**src/rtl/clct_lut_align.sv**
```systemverilog
// clct_lut_align
// Sits after the pattern LUT. Delays the pattern-finder key, pattern ID, hit
// count and valid flags so they line up with the LUT offset, bend and quality.
// It then forms clipped eighth-strip keys and orders the two candidates by
// quality. A second candidate that lands within DUP_WIN eighth strips of the
// first is dropped, and each drop is counted.
// Pipeline: LUT_LAT delay stages, then stage B (sum), then stage C (order).
module clct_lut_align #(
  parameter int LUT_LAT = 1,
  parameter int MXKEYB  = 8,
  parameter int MXHS    = 224,
  parameter int MXESB   = 10,
  parameter int MXOFFSB = 4,
  parameter int MXBNDB  = 5,
  parameter int MXQLTB  = 9,
  parameter int MXPIDB  = 4,
  parameter int MXHITB  = 3,
  parameter int DUP_WIN = 4
) (
  input  logic                clock,
  input  logic                reset_n,
  input  logic                hs_vld0,
  input  logic                hs_vld1,
  input  logic [MXKEYB-1:0]   hs_key0,
  input  logic [MXKEYB-1:0]   hs_key1,
  input  logic [MXPIDB-1:0]   hs_pid0,
  input  logic [MXPIDB-1:0]   hs_pid1,
  input  logic [MXHITB-1:0]   hs_hit0,
  input  logic [MXHITB-1:0]   hs_hit1,
  input  logic [MXOFFSB-1:0]  offs0,
  input  logic [MXOFFSB-1:0]  offs1,
  input  logic [MXBNDB-1:0]   bend0,
  input  logic [MXBNDB-1:0]   bend1,
  input  logic [MXQLTB-1:0]   quality0,
  input  logic [MXQLTB-1:0]   quality1,
  output logic                clct0_vld,
  output logic                clct1_vld,
  output logic [MXESB-1:0]    clct0_es,
  output logic [MXESB-1:0]    clct1_es,
  output logic [MXBNDB-1:0]   clct0_bnd,
  output logic [MXBNDB-1:0]   clct1_bnd,
  output logic [MXQLTB-1:0]   clct0_qlt,
  output logic [MXQLTB-1:0]   clct1_qlt,
  output logic [MXPIDB-1:0]   clct0_pid,
  output logic [MXPIDB-1:0]   clct1_pid,
  output logic [MXHITB-1:0]   clct0_hit,
  output logic [MXHITB-1:0]   clct1_hit,
  output logic                es_sat,
  output logic                dup_drop,
  output logic [15:0]         dup_cnt
);

  // Width of one delayed pattern-finder record: {vld, key, pid, hit}
  localparam int DW = 1 + MXKEYB + MXPIDB + MXHITB;

  // The signed sum carries two guard bits so that under- and overflow are
  // both visible before clipping.
  localparam int SW = MXESB + 2;

  // Field layout of one aligned candidate: {vld, es, bnd, qlt, pid, hit}
  localparam int HIT_LSB = 0;
  localparam int PID_LSB = HIT_LSB + MXHITB;
  localparam int QLT_LSB = PID_LSB + MXPIDB;
  localparam int BND_LSB = QLT_LSB + MXQLTB;
  localparam int ES_LSB  = BND_LSB + MXBNDB;
  localparam int VLD_BIT = ES_LSB + MXESB;
  localparam int CW      = VLD_BIT + 1;

  localparam logic [MXESB-1:0]     ES_MAX   = MXESB'(MXHS * 4 - 1);
  localparam logic signed [SW-1:0] ES_MAX_S = SW'(MXHS * 4 - 1);
  localparam logic [MXESB-1:0]     DUP_LIM  = MXESB'(DUP_WIN);
  localparam logic [15:0]          CNT_MAX  = 16'hFFFF;

  // Clip key*4 + signed offset into 0..MXHS*4-1.
  // The MSB of the result flags that clipping took place.
  function automatic logic [MXESB:0] es_clip(
    input logic [MXKEYB-1:0]  key,
    input logic [MXOFFSB-1:0] offs
  );
    logic signed [SW-1:0] w_k4;
    logic signed [SW-1:0] w_ofx;
    logic signed [SW-1:0] w_sum;
    w_k4  = $signed({{(SW-MXKEYB-2){1'b0}}, key, 2'b00});
    w_ofx = $signed({{(SW-MXOFFSB){offs[MXOFFSB-1]}}, offs});
    w_sum = w_k4 + w_ofx;
    if (w_sum[SW-1]) begin
      es_clip = {1'b1, {MXESB{1'b0}}};
    end else if (w_sum > ES_MAX_S) begin
      es_clip = {1'b1, ES_MAX};
    end else begin
      es_clip = {1'b0, w_sum[MXESB-1:0]};
    end
  endfunction

  // ---------------------------------------------------------------------
  // Stage A: delay line
  // ---------------------------------------------------------------------
  logic [DW-1:0] r_dly0 [LUT_LAT];
  logic [DW-1:0] r_dly1 [LUT_LAT];

  // Shift the pattern-finder fields so they meet their LUT results.
  always_ff @(posedge clock or negedge reset_n) begin
    if (!reset_n) begin
      for (int i = 0; i < LUT_LAT; i++) begin
        r_dly0[i] <= '0;
        r_dly1[i] <= '0;
      end
    end else begin
      r_dly0[0] <= {hs_vld0, hs_key0, hs_pid0, hs_hit0};
      r_dly1[0] <= {hs_vld1, hs_key1, hs_pid1, hs_hit1};
      for (int i = 1; i < LUT_LAT; i++) begin
        r_dly0[i] <= r_dly0[i-1];
        r_dly1[i] <= r_dly1[i-1];
      end
    end
  end

  logic              w_a_vld0;
  logic              w_a_vld1;
  logic [MXKEYB-1:0] w_a_key0;
  logic [MXKEYB-1:0] w_a_key1;
  logic [MXPIDB-1:0] w_a_pid0;
  logic [MXPIDB-1:0] w_a_pid1;
  logic [MXHITB-1:0] w_a_hit0;
  logic [MXHITB-1:0] w_a_hit1;

  assign {w_a_vld0, w_a_key0, w_a_pid0, w_a_hit0} = r_dly0[LUT_LAT-1];
  assign {w_a_vld1, w_a_key1, w_a_pid1, w_a_hit1} = r_dly1[LUT_LAT-1];

  // ---------------------------------------------------------------------
  // Stage B: eighth-strip sum
  // ---------------------------------------------------------------------
  logic [MXESB:0] w_clip0;
  logic [MXESB:0] w_clip1;

  assign w_clip0 = es_clip(w_a_key0, offs0);
  assign w_clip1 = es_clip(w_a_key1, offs1);

  logic [CW-1:0] r_b0;
  logic [CW-1:0] r_b1;

  // Register the aligned candidates. Only clips on live slots raise es_sat.
  always_ff @(posedge clock or negedge reset_n) begin
    if (!reset_n) begin
      r_b0   <= '0;
      r_b1   <= '0;
      es_sat <= 1'b0;
    end else begin
      r_b0   <= {w_a_vld0, w_clip0[MXESB-1:0], bend0, quality0, w_a_pid0, w_a_hit0};
      r_b1   <= {w_a_vld1, w_clip1[MXESB-1:0], bend1, quality1, w_a_pid1, w_a_hit1};
      es_sat <= (w_a_vld0 & w_clip0[MXESB]) | (w_a_vld1 & w_clip1[MXESB]);
    end
  end

  logic              w_b_vld0;
  logic              w_b_vld1;
  logic [MXQLTB-1:0] w_b_qlt0;
  logic [MXQLTB-1:0] w_b_qlt1;

  assign w_b_vld0 = r_b0[VLD_BIT];
  assign w_b_vld1 = r_b1[VLD_BIT];
  assign w_b_qlt0 = r_b0[QLT_LSB +: MXQLTB];
  assign w_b_qlt1 = r_b1[QLT_LSB +: MXQLTB];

  // ---------------------------------------------------------------------
  // Stage C: ordering and duplicate suppression
  // ---------------------------------------------------------------------
  logic             w_swap;
  logic [CW-1:0]    w_f;
  logic [CW-1:0]    w_s;
  logic             w_f_vld;
  logic             w_s_vld;
  logic [MXESB-1:0] w_f_es;
  logic [MXESB-1:0] w_s_es;
  logic [MXESB-1:0] w_diff;
  logic             w_dup;

  // Pick first/second candidate; a lone slot-1 candidate is promoted, and a
  // tie in quality keeps the original order.
  always_comb begin
    w_swap = 1'b0;
    w_f    = r_b0;
    w_s    = r_b1;
    if (w_b_vld1 && (!w_b_vld0 || (w_b_qlt1 > w_b_qlt0))) begin
      w_swap = 1'b1;
    end else begin
      w_swap = 1'b0;
    end
    if (w_swap) begin
      w_f = r_b1;
      w_s = r_b0;
    end else begin
      w_f = r_b0;
      w_s = r_b1;
    end
  end

  assign w_f_vld = w_f[VLD_BIT];
  assign w_s_vld = w_s[VLD_BIT];
  assign w_f_es  = w_f[ES_LSB +: MXESB];
  assign w_s_es  = w_s[ES_LSB +: MXESB];

  // Flag a second candidate that sits within the duplicate window.
  always_comb begin
    w_diff = '0;
    w_dup  = 1'b0;
    if (w_f_es >= w_s_es) begin
      w_diff = w_f_es - w_s_es;
    end else begin
      w_diff = w_s_es - w_f_es;
    end
    if (w_f_vld && w_s_vld && (w_diff <= DUP_LIM)) begin
      w_dup = 1'b1;
    end else begin
      w_dup = 1'b0;
    end
  end

  // Register the ordered outputs. An empty slot drives zeros on every field.
  always_ff @(posedge clock or negedge reset_n) begin
    if (!reset_n) begin
      {clct0_vld, clct0_es, clct0_bnd, clct0_qlt, clct0_pid, clct0_hit} <= '0;
      {clct1_vld, clct1_es, clct1_bnd, clct1_qlt, clct1_pid, clct1_hit} <= '0;
      dup_drop <= 1'b0;
    end else begin
      if (w_f_vld) begin
        {clct0_vld, clct0_es, clct0_bnd, clct0_qlt, clct0_pid, clct0_hit} <= w_f;
      end else begin
        {clct0_vld, clct0_es, clct0_bnd, clct0_qlt, clct0_pid, clct0_hit} <= '0;
      end
      if (w_s_vld && !w_dup) begin
        {clct1_vld, clct1_es, clct1_bnd, clct1_qlt, clct1_pid, clct1_hit} <= w_s;
      end else begin
        {clct1_vld, clct1_es, clct1_bnd, clct1_qlt, clct1_pid, clct1_hit} <= '0;
      end
      dup_drop <= w_dup;
    end
  end

  // Count suppressed candidates, holding at full scale.
  always_ff @(posedge clock or negedge reset_n) begin
    if (!reset_n) begin
      dup_cnt <= 16'd0;
    end else if (w_dup && (dup_cnt != CNT_MAX)) begin
      dup_cnt <= dup_cnt + 16'd1;
    end else begin
      dup_cnt <= dup_cnt;
    end
  end

endmodule

```
**config.mk**
```make
export PLATFORM = sky130hd
export DESIGN_NAME = clct_lut_align
export DESIGN_NICKNAME = d
export VERILOG_FILES = /design/src/rtl/clct_lut_align.sv
export SDC_FILE = /design/constraint.sdc
export NUM_CORES = 1
export LEC_CHECK = 0
export ABC_CLOCK_PERIOD_IN_PS = 5300
export CAP_MARGIN = 20
export CORE_MARGIN = 10
export CORE_UTILIZATION = 35
export CTS_BUF_LIST = sky130_fd_sc_hd__clkbuf_8
export DETAILED_ROUTE_END_ITERATION = 6
export GPL_TIMING_DRIVEN = 1
export PLACE_DENSITY = 0.57
export SETUP_SLACK_MARGIN = 0.15
export SLEW_MARGIN = 20
export SYNTH_ARGS = -nofsm -noshare
export SYNTH_HDL_FRONTEND = slang
export SYNTH_SLANG_ARGS = --single-unit
```
**constraint.sdc**
```tcl
create_clock -name clock -period 5.3 [get_ports clock]
set_input_delay 1.59 -clock clock [delete_from_list [all_inputs] [get_ports clock]]
set_output_delay 1.59 -clock clock [all_outputs]
set_load 0.02 [all_outputs]
```
[After elaboration in Yosys (flattened, before gate mapping)]
Index checks and enable logic that the tools add are counted.
Word-level totals
  register bits after elaboration: 178
  logic and storage cells: 62
Cells by class
  add/sub/neg operators: 5
  magnitude comparators: 5
  eq/ne operators: 1
  muxes and demuxes: 21
  bitwise logic cells: 3
  reduce and logical (&&, ||, !) cells: 8
Operators by type and width (number)
  $mux W32: 2
  $mux W11: 4
  $mux W10: 3
  $add A11 B4 Y12: 2
  $gt A12 B11 Y1 const B: 2
  $sub A10 B10 Y10: 2
  $mux W9: 2
  $add A16 B1 Y16 const B: 1
  $ne A16 B16 Y1 const B: 1
  $ge A10 B10 Y1: 1
  $le A10 B3 Y1 const B: 1
  $mux W5: 2
  $gt A9 B9 Y1: 1
  $mux W4: 2
  $mux W3: 2
  $logic_and A1 B1 Y1: 5
  $mux W1: 4
  $and A1 B1 Y1: 2
  $logic_not A1 Y1: 2
  $logic_or A1 B1 Y1: 1
  $or A1 B1 Y1: 1

[Depth between registers and ports, before layout]
Gate-level depths: netlist of run 1.
  depth in word-level cells: 13
  depth in mapped cells: 16
  depth with buffers taken out: 13

[Least setup slack after synthesis of run 1]
No wires, ideal clock.
  kind: input -> register
  start: input port offs0[2]
  end: register es_sat
  setup time: 121 ps
  arrival: 3738 ps
  data required time: 5179 ps
  path slack: 1441 ps
  stages: 13
  cell sequence: ha_1 > fa_1 > a21o_1 > a21oi_1 > o21bai_1 > a21oi_1 > nor2b_1 > nor2_1 > o21ba_2 > nand2_1 > o22ai_1 > nand2_1 > a22o_1
Between the ends
  longest elaborated chain between the ends: 6
Ends and longest elaborated chain
  from (decl): RTL line 30  | input logic [MXOFFSB-1:0] offs0,
  $add A11 B4 Y12 *: RTL line 85  | w_sum = w_k4 + w_ofx;
  $gt A12 B11 Y1: RTL line 88  | end else if (w_sum > ES_MAX_S) begin
  $mux W11: RTL line 88
  $mux W11 *: RTL line 86  | if (w_sum[SW-1]) begin
  $and A1 B1 Y1 *: RTL line 151  | es_sat <= (w_a_vld0 & w_clip0[MXESB]) | (w_a_vld1 & w_clip1[MXESB]);
  $or A1 B1 Y1 *: RTL line 151
  to (signal assigned): RTL line 151
  to (decl): RTL line 48  | output logic es_sat,
Every way passes the cells marked *; elsewhere a longest branch is shown, timed or not.
A chain may end at the register's enable or synchronous reset.

[Final worst setup path of run 1]
  start: input port offs1[3]
  end: register r_b1[25]
Between the ends
  longest elaborated chain between the ends: 4
Ends and longest elaborated chain
  from (decl): RTL line 31  | input logic [MXOFFSB-1:0] offs1,
  $add A11 B4 Y12 *: RTL line 85
  $gt A12 B11 Y1: RTL line 88
  $mux W11: RTL line 88
  $mux W11 *: RTL line 86
  named net w_clip1[4]: RTL line 134  | logic [MXESB:0] w_clip1;
  to (signal assigned): RTL line 150  | r_b1 <= {w_a_vld1, w_clip1[MXESB-1:0], bend1, quality1, w_a_pid1, w_a_hit1};
  to (decl): RTL line 140  | logic [CW-1:0] r_b1;
The timed path passes the listed nets; every way through them passes the cells marked *.

==> impl_metrics.yaml, run 1 <==
worst_setup_path:
  worstPathArrival_ns: 4.66
  critPathMaxFanout: 9
  cp.required_ns: 5.70
  r2r_slack_ns: 1.18
  critPathCaptureType: "flop"
  reg2reg_from: "r_b0[15]"
  rr_worst_depth: 14
  crit_type: "in -> reg"
  start_kind: "primary input"
  worstReg2RegEnd: "clct1_es[5]"
detailed_routing:
  drtIter0Drc: 490
  dr.pass1.iters: 5
  vias: 6284
  ant_nets: 0
  finalWirelength_mm: 21.3
  drc: 0
  post_drt_wl_per_cell_um: 16.5
  vias_per_cell: 4.88
clock_tree:
  clock_latency_ns: 0.47
  htree_num_levels: 4
  cts_sinks: 178
  cts_buffer_depth: 2
  ctsRootBufferMaster: "clkbuf_8"
  cts_hold_buf: 0
  path_clk_slew_ns: 0.11
  numCtsBuffers: 17
  cts_tree: "yes"
  cts_resized: 0
  cts_setup_buffers: 0
floorplanning:
  num_rows: 56
  start_util: 0.354
  die_area_um2: 30200
  io_pins: 152
  die_x_um: 174
  core_area_um2: 23400
  fp.dieH_um: 174
yosys:
  syn_avg_cell_area_um2: 10.2
  async_flop_share: 1.00
  yosys_warnings: 0
  synth_area_leader_cell: "dfrtp_1"
  ys.flop_type: "dfrtp_1"
  synth_fp_nets: 913
  yosysTopAreaCellShare: 0.537
  ys_types: 74
  netlist_area_um2: 8290
  synth-seq-area-share: 0.537
  ys_ff_latch: 178
  synth_edf_count: 0
  ys_top_cells_by_area: "dfrtp_1 54%, nand2_1 6.9%, ha_1 4.2%, a21oi_1 4.2%, xnor2_1 2.6%"
  synth_cells: 813
flow_run:
  drv_cap: 0
final_layout:
  areaGrowthSynthToFinish_pct: 27.4
  nets: 1056
  fillers: 2277
  final_layout_size_suffix_gt1_frac: 0.0743
  num_antenna_cells: 0
  multi_input_area_um2: 3540
  register_area_um2: 4450
timing:
  hold_viol: 0
  fmax_mhz: 235
  finalCritPeriodShare: 0.804
  fin_tns_setup_ns: 0
  drv_slew: 0
  rsz0062_at_grt: "no"
  setup_ws_ns: 1.04
  relSlewSlack: 0.352
  finalSetupViolCount: 0
  fin_skew_ns: 0.0156
  worstMarginPinSlew_ns: 0.964
  min_period_ns: 4.26
placement:
  port_buffers: 151
  pre_cts_ws_ns: 0.495
  routabilityCongestion: 0.901
  hpwl_mm: 15.6
pwr:
  p_leak_nw: 4.67
  power_density_nw_per_um2: 342
  vdd_drop_max_mv: 0.155
global_route:
  antenna_found_initial: 0
  grt_pass1_wl_mm: 34.8
  track_usage: 0.143
  grt_overflow: 0
  grt_pass1_vias: 6414
  grt_max_degree: 75
hold_path:
  hp-start: "r_dly0[6]"
  hold_path_depth: 0
  holdPathEnd: "r_b0[6]"
  hp-class: "reg -> reg"
run_status:
  status: "finished clean"
==> how the worst max path moves through the flow <==
| stage | start | endpoint | slack, ns | cells after the start |
|---|---|---|---|---|
| floorplan | offs0[2] | es_sat | 1.44 | 13 |
| global placement | offs1[3] | es_sat | 0.57 | 11 |
| detailed placement | offs1[3] | r_b1[25] | 0.50 | 12 |
| CTS | offs1[3] | r_b1[25] | 1.01 | 12 |
| global route | offs1[3] | r_b1[25] | 0.74 | 12 |
| finish | offs1[3] | r_b1[25] | 1.04 | 12 |
==> stage by stage <==
step | total power, mW | hold WS, ns | util | std cells | cell area [um^2]
finish | 3.61 | 0.351 | 0.451 | 1288 | 10600
global route | 3.82 | 0.361 | 0.451 | 1288 | 10600
CTS | 3.65 | 0.356 | 0.451 | 1288 | 10600
detailed placement | 2.63 | 0.336 | 0.432 | 1256 | 10100
global placement | 2.63 | 0.333 | 0.432 | 1256 | 10100
floorplan | 2.25 | 0.331 | - | 813 | 8290
==> per-layer routing <==
metal | GRT usage | share of wire
met2 | 0.233 | 0.48
met4 | 0.0524 | 0.024
met1 | 0.180 | 0.44
met5 | 0 | 0
met3 | 0.0346 | 0.054
==> cell families after synthesis <==
| kind of cell | count (synthesis) | share of synthesized area |
|---|---|---|
| adder cells (fa/ha/maj) | 41 | 0.0608 |
| AO/OA/AOI/OAI | 173 | 0.135 |
| XOR/XNOR | 45 | 0.0503 |
| AND/OR/NAND/NOR | 294 | 0.165 |
| multiplexers | 11 | 0.0143 |
| flip-flops | 178 | 0.537 |
| buffers and inverters | 71 | 0.0376 |
==> power by group <==
group	internal [mW]	leakage (nW)	total, mW	switching [mW]
clock network	0.412	0.218	1.00	0.593
registers	1.46	2.21	1.56	0.100
logic	0.436	2.24	1.04	0.606
==> area by class of cell <==
class	count	area share
clock buffers	17	0.0222
clock inverters	15	0.0201
inverters	36	0.0128
multi-input cells	564	0.335
flip-flops and latches	178	0.422
well taps	319	0.0378
repair buffers	159	0.150
==> critical path: stages <==
cell	delay [ns]
clkdlybuf4s50_1	0.58
ha_1	0.27
a21o_1	0.15
a21oi_1	0.20
o21bai_1	0.09
a21oi_1	0.22
o21bai_1	0.09
a21oi_1	0.26
xnor2_1	0.12
o31ai_1	0.83
nor2_1	0.12
nor2_1	0.14
==> layout by cell type, fill, tap and decap left out, drive strengths merged, types with 4 or more instances in the layout <==
| cell | n |
|---|---|
| a211oi | 4 |
| nor2 | 45 |
| inv | 41 |
| xor2 | 19 |
| nand2b | 11 |
| and3 | 10 |
| o31ai | 5 |
| nand4 | 4 |
| o21bai | 10 |
| clkinv | 9 |
| mux2i | 7 |
| nor2b | 9 |
| a21o | 7 |
| nand2 | 155 |
| nand3 | 25 |
| or3 | 5 |
| a31oi | 4 |
| dfrtp | 178 |
| clkbuf | 17 |
| maj3 | 11 |
| o21ai | 34 |
| mux2 | 4 |
| o21a | 8 |
| nor3 | 17 |
| clkdlybuf4s50 | 150 |
| xnor2 | 26 |
| buf | 9 |
| ha | 28 |
| a21oi | 70 |
==> synth_stat cells (6+ instances only) <==
master,number
a21o_1,6
a21oi_1,69
and3_1,9
buf_2,12
clkbuf_1,14
dfrtp_1,178
ha_1,28
inv_1,36
maj3_1,8
mux2i_1,7
nand2_1,153
nand2b_1,10
nand3_1,25
nor2_1,45
nor2b_1,9
nor3_1,14
o21a_1,8
o21ai_0,29
o21bai_1,9
xnor2_1,25
xor2_1,17
==> flip-flops by register name (all words and copies together) (netlist names), 5 cells and up <==
signal / count
clct1_bnd: 5
dup_cnt: 16
clct0_bnd: 5
r_b0: 32
r_dly0: 16
clct0_qlt: 9
r_b1: 32
clct0_es: 10
clct1_qlt: 9
r_dly1: 16
clct1_es: 10
(Power assumes the default switching activity.)
==> run 2: changes to the inputs <==
--- a/config.mk
+++ b/config.mk
@@ -5,7 +5,7 @@
 export SDC_FILE = /design/constraint.sdc
 export NUM_CORES = 1
 export LEC_CHECK = 0
-export ABC_CLOCK_PERIOD_IN_PS = 5300
+export ABC_CLOCK_PERIOD_IN_PS = 4000
 export CAP_MARGIN = 20
 export CORE_MARGIN = 10
 export CORE_UTILIZATION = 35
==> constraint.sdc (replaced) <==
create_clock -name clock -period 4 [get_ports clock]
set_input_delay 1.2 -clock clock [delete_from_list [all_inputs] [get_ports clock]]
set_output_delay 1.2 -clock clock [all_outputs]
set_load 0.02 [all_outputs]
==> impl_metrics.yaml, run 2 (same netlist as run 1, synthesis figures left out) <==
run_status:
  status: "finished clean"
final_layout:
  layout_common_cells: "178 x dfrtp_1, 153 x nand2_1, 150 x clkdlybuf4s50_1"
  nets: 1082
  layout_commonest_cell: "dfrtp_1"
  final_layout_size_suffix_gt1_frac: 0.103
  reg_top3: "r_b0: 32 flops, r_b1: 32 flops"
  num_antenna_cells: 0
  fin_cells: 1314
  areaGrowthSynthToFinish_pct: 29.6
global_route:
  grt_overflow: 0
  antenna_found_initial: 0
  grt_max_degree: 113
  grt_pass1_vias: 6359
  track_usage: 0.144
  grt_pass1_wl_mm: 35.0
detailed_routing:
  drc: 0
  vias_per_cell: 4.85
  dr.pass1.iters: 5
  post_drt_wl_per_cell_um: 16.4
  ant_nets: 0
  vias: 6368
  finalWirelength_mm: 21.6
  drtIter0Drc: 489
hold_path:
  hp-class: "reg -> reg"
worst_setup_path:
  endpoint: "dup_cnt[12]"
  critPathCaptureType: "flop"
  worstPathArrival_ns: 3.98
  critPathMaxFanout: 24
  slowest_stage: "or3_1"
  start_kind: "flop"
  reg2reg_from: "r_b0[11]"
  cp_cell_sequence: "inv_1 > ha_1 > nand4_1 > or3_1 > and3_4 > nand2_8 > mux2i_1 > o31ai_1 > nor2b_1 > xor2_2 > nand2_2 > nor4_2 > mux2_1"
  r2r_slack_ns: 0.37
  worstReg2RegEnd: "dup_cnt[12]"
  cp.buffers_inverters: 1
  cpPeakStageDelay_ns: 0.45
  cp.depth: 13
  cp-startpoint: "r_b0[11]"
  rr_worst_depth: 13
  cp_top_family: "simple AND/OR/NAND/NOR gates"
  crit_type: "reg -> reg"
  cp.required_ns: 4.35
timing:
  drv_slew: 0
  finalSetupViolCount: 0
  relSlewSlack: 0.381
  worstMarginPinSlew_ns: 0.925
  rsz0062_at_grt: "yes"
  fin_skew_ns: 0.0145
  hold_viol: 0
  fmax_mhz: 275
  min_period_ns: 3.63
  finalCritPeriodShare: 0.908
pwr:
  p_leak_nw: 4.79
  total_power_mw: 4.75
  vdd_drop_max_mv: 0.182
  power_density_nw_per_um2: 443
clock_tree:
  path_clk_slew_ns: 0.11
  cts_tree: "yes"
  htree_num_levels: 4
  clock_latency_ns: 0.47
  cts_buffer_depth: 2
  numCtsBuffers: 17
  ctsRootBufferMaster: "clkbuf_8"
  cts_hold_buf: 0
  cts_sinks: 178
placement:
  place_inst: 1279
  hpwl_mm: 15.8
  routabilityCongestion: 0.878
  port_buffers: 151
flow_run:
  drv_cap: 0
floorplanning:
  die_area_um2: 30200
  start_util: 0.354
  io_pins: 152
  fp.dieH_um: 174
  core_area_um2: 23400
  num_rows: 56
  die_x_um: 174
-- run 2: stage by stage --
step	setup TNS [ns]	area (um^2)	setup slack, ns	utilization	hold slack [ns]
floorplan	0	8290	0.531	-	0.331
detailed placement	-0.158	10300	-0.0705	0.439	0.335
global route	0	10700	0.138	0.459	0.371
global placement	0	10300	0.00527	0.439	0.332
CTS	0	10700	0.251	0.457	0.357
finish	0	10700	0.368	0.459	0.355
-- run 2: what timing repair did --
item                                    4_1_cts  5_1_grt
gates resized for setup                       2        7
cloned                                        0        1
endpoints found under the setup margin        3       35
pin swaps                                     0        1
setup buffers                                 0        2
-- run 2: area by class of cell --
class                           count  area, um^2
Sequential cell                   178        4450
Clock buffer                       17         234
Tap cell                          319         399
Timing Repair Buffer              184        1780
Fill cell                        2239       12700
Inverter                           36         135
Clock inverter                     15         165
Multi-Input combinational cell    565        3570
-- run 2: report_power, final --
part           leakage [nW]  switching (mW)  internal, mW
registers              2.21           0.132          1.94
clock network         0.201           0.764         0.470
logic                  2.37           0.827         0.620
total                  4.79            1.72          3.03
-- run 2: how the worst min path moves through the flow --
stage	startpoint	endpoint	slack [ns]	cells after the start
3_5_place_dp	r_dly0[6]	r_b0[6]	0.33	0
2_1_floorplan	r_dly0[0]	r_b0[0]	0.33	0
6_report	r_dly0[6]	r_b0[6]	0.36	0
5_1_grt	r_dly0[3]	r_b0[3]	0.37	0
3_3_place_gp	r_dly0[6]	r_b0[6]	0.33	0
4_1_cts	r_dly0[6]	r_b0[6]	0.36	0
-- run 2: per-layer routing --
metal | GRT usage | vias to the layer above | share of wire
met1 | 0.186 | 3076 | 0.45
met4 | 0.0474 | 0 | 0.018
li1 | - | 3097 | -
met5 | 0 | - | 0
met3 | 0.0379 | 24 | 0.052
met2 | 0.228 | 171 | 0.48
-- run 2: worst register-to-register path, stage by stage (launching register included) --
cell	delay [ns]
dfrtp_1	0.38
inv_1	0.05
ha_1	0.32
nand4_1	0.13
or3_1	0.45
and3_4	0.27
nand2_8	0.20
mux2i_1	0.16
o31ai_1	0.21
nor2b_1	0.23
xor2_2	0.30
nand2_2	0.16
nor4_2	0.30
mux2_1	0.34
==> run 3: changes to the inputs <==
--- a/config.mk
+++ b/config.mk
@@ -12,6 +12,7 @@
 export CTS_BUF_LIST = sky130_fd_sc_hd__clkbuf_8
 export DETAILED_ROUTE_END_ITERATION = 6
 export GPL_TIMING_DRIVEN = 1
+export HOLD_SLACK_MARGIN = 0.03
 export PLACE_DENSITY = 0.57
 export SETUP_SLACK_MARGIN = 0.15
 export SLEW_MARGIN = 20
==> results of run 3 <==
Final layout, timing and power as in run 2 (identical DEF).
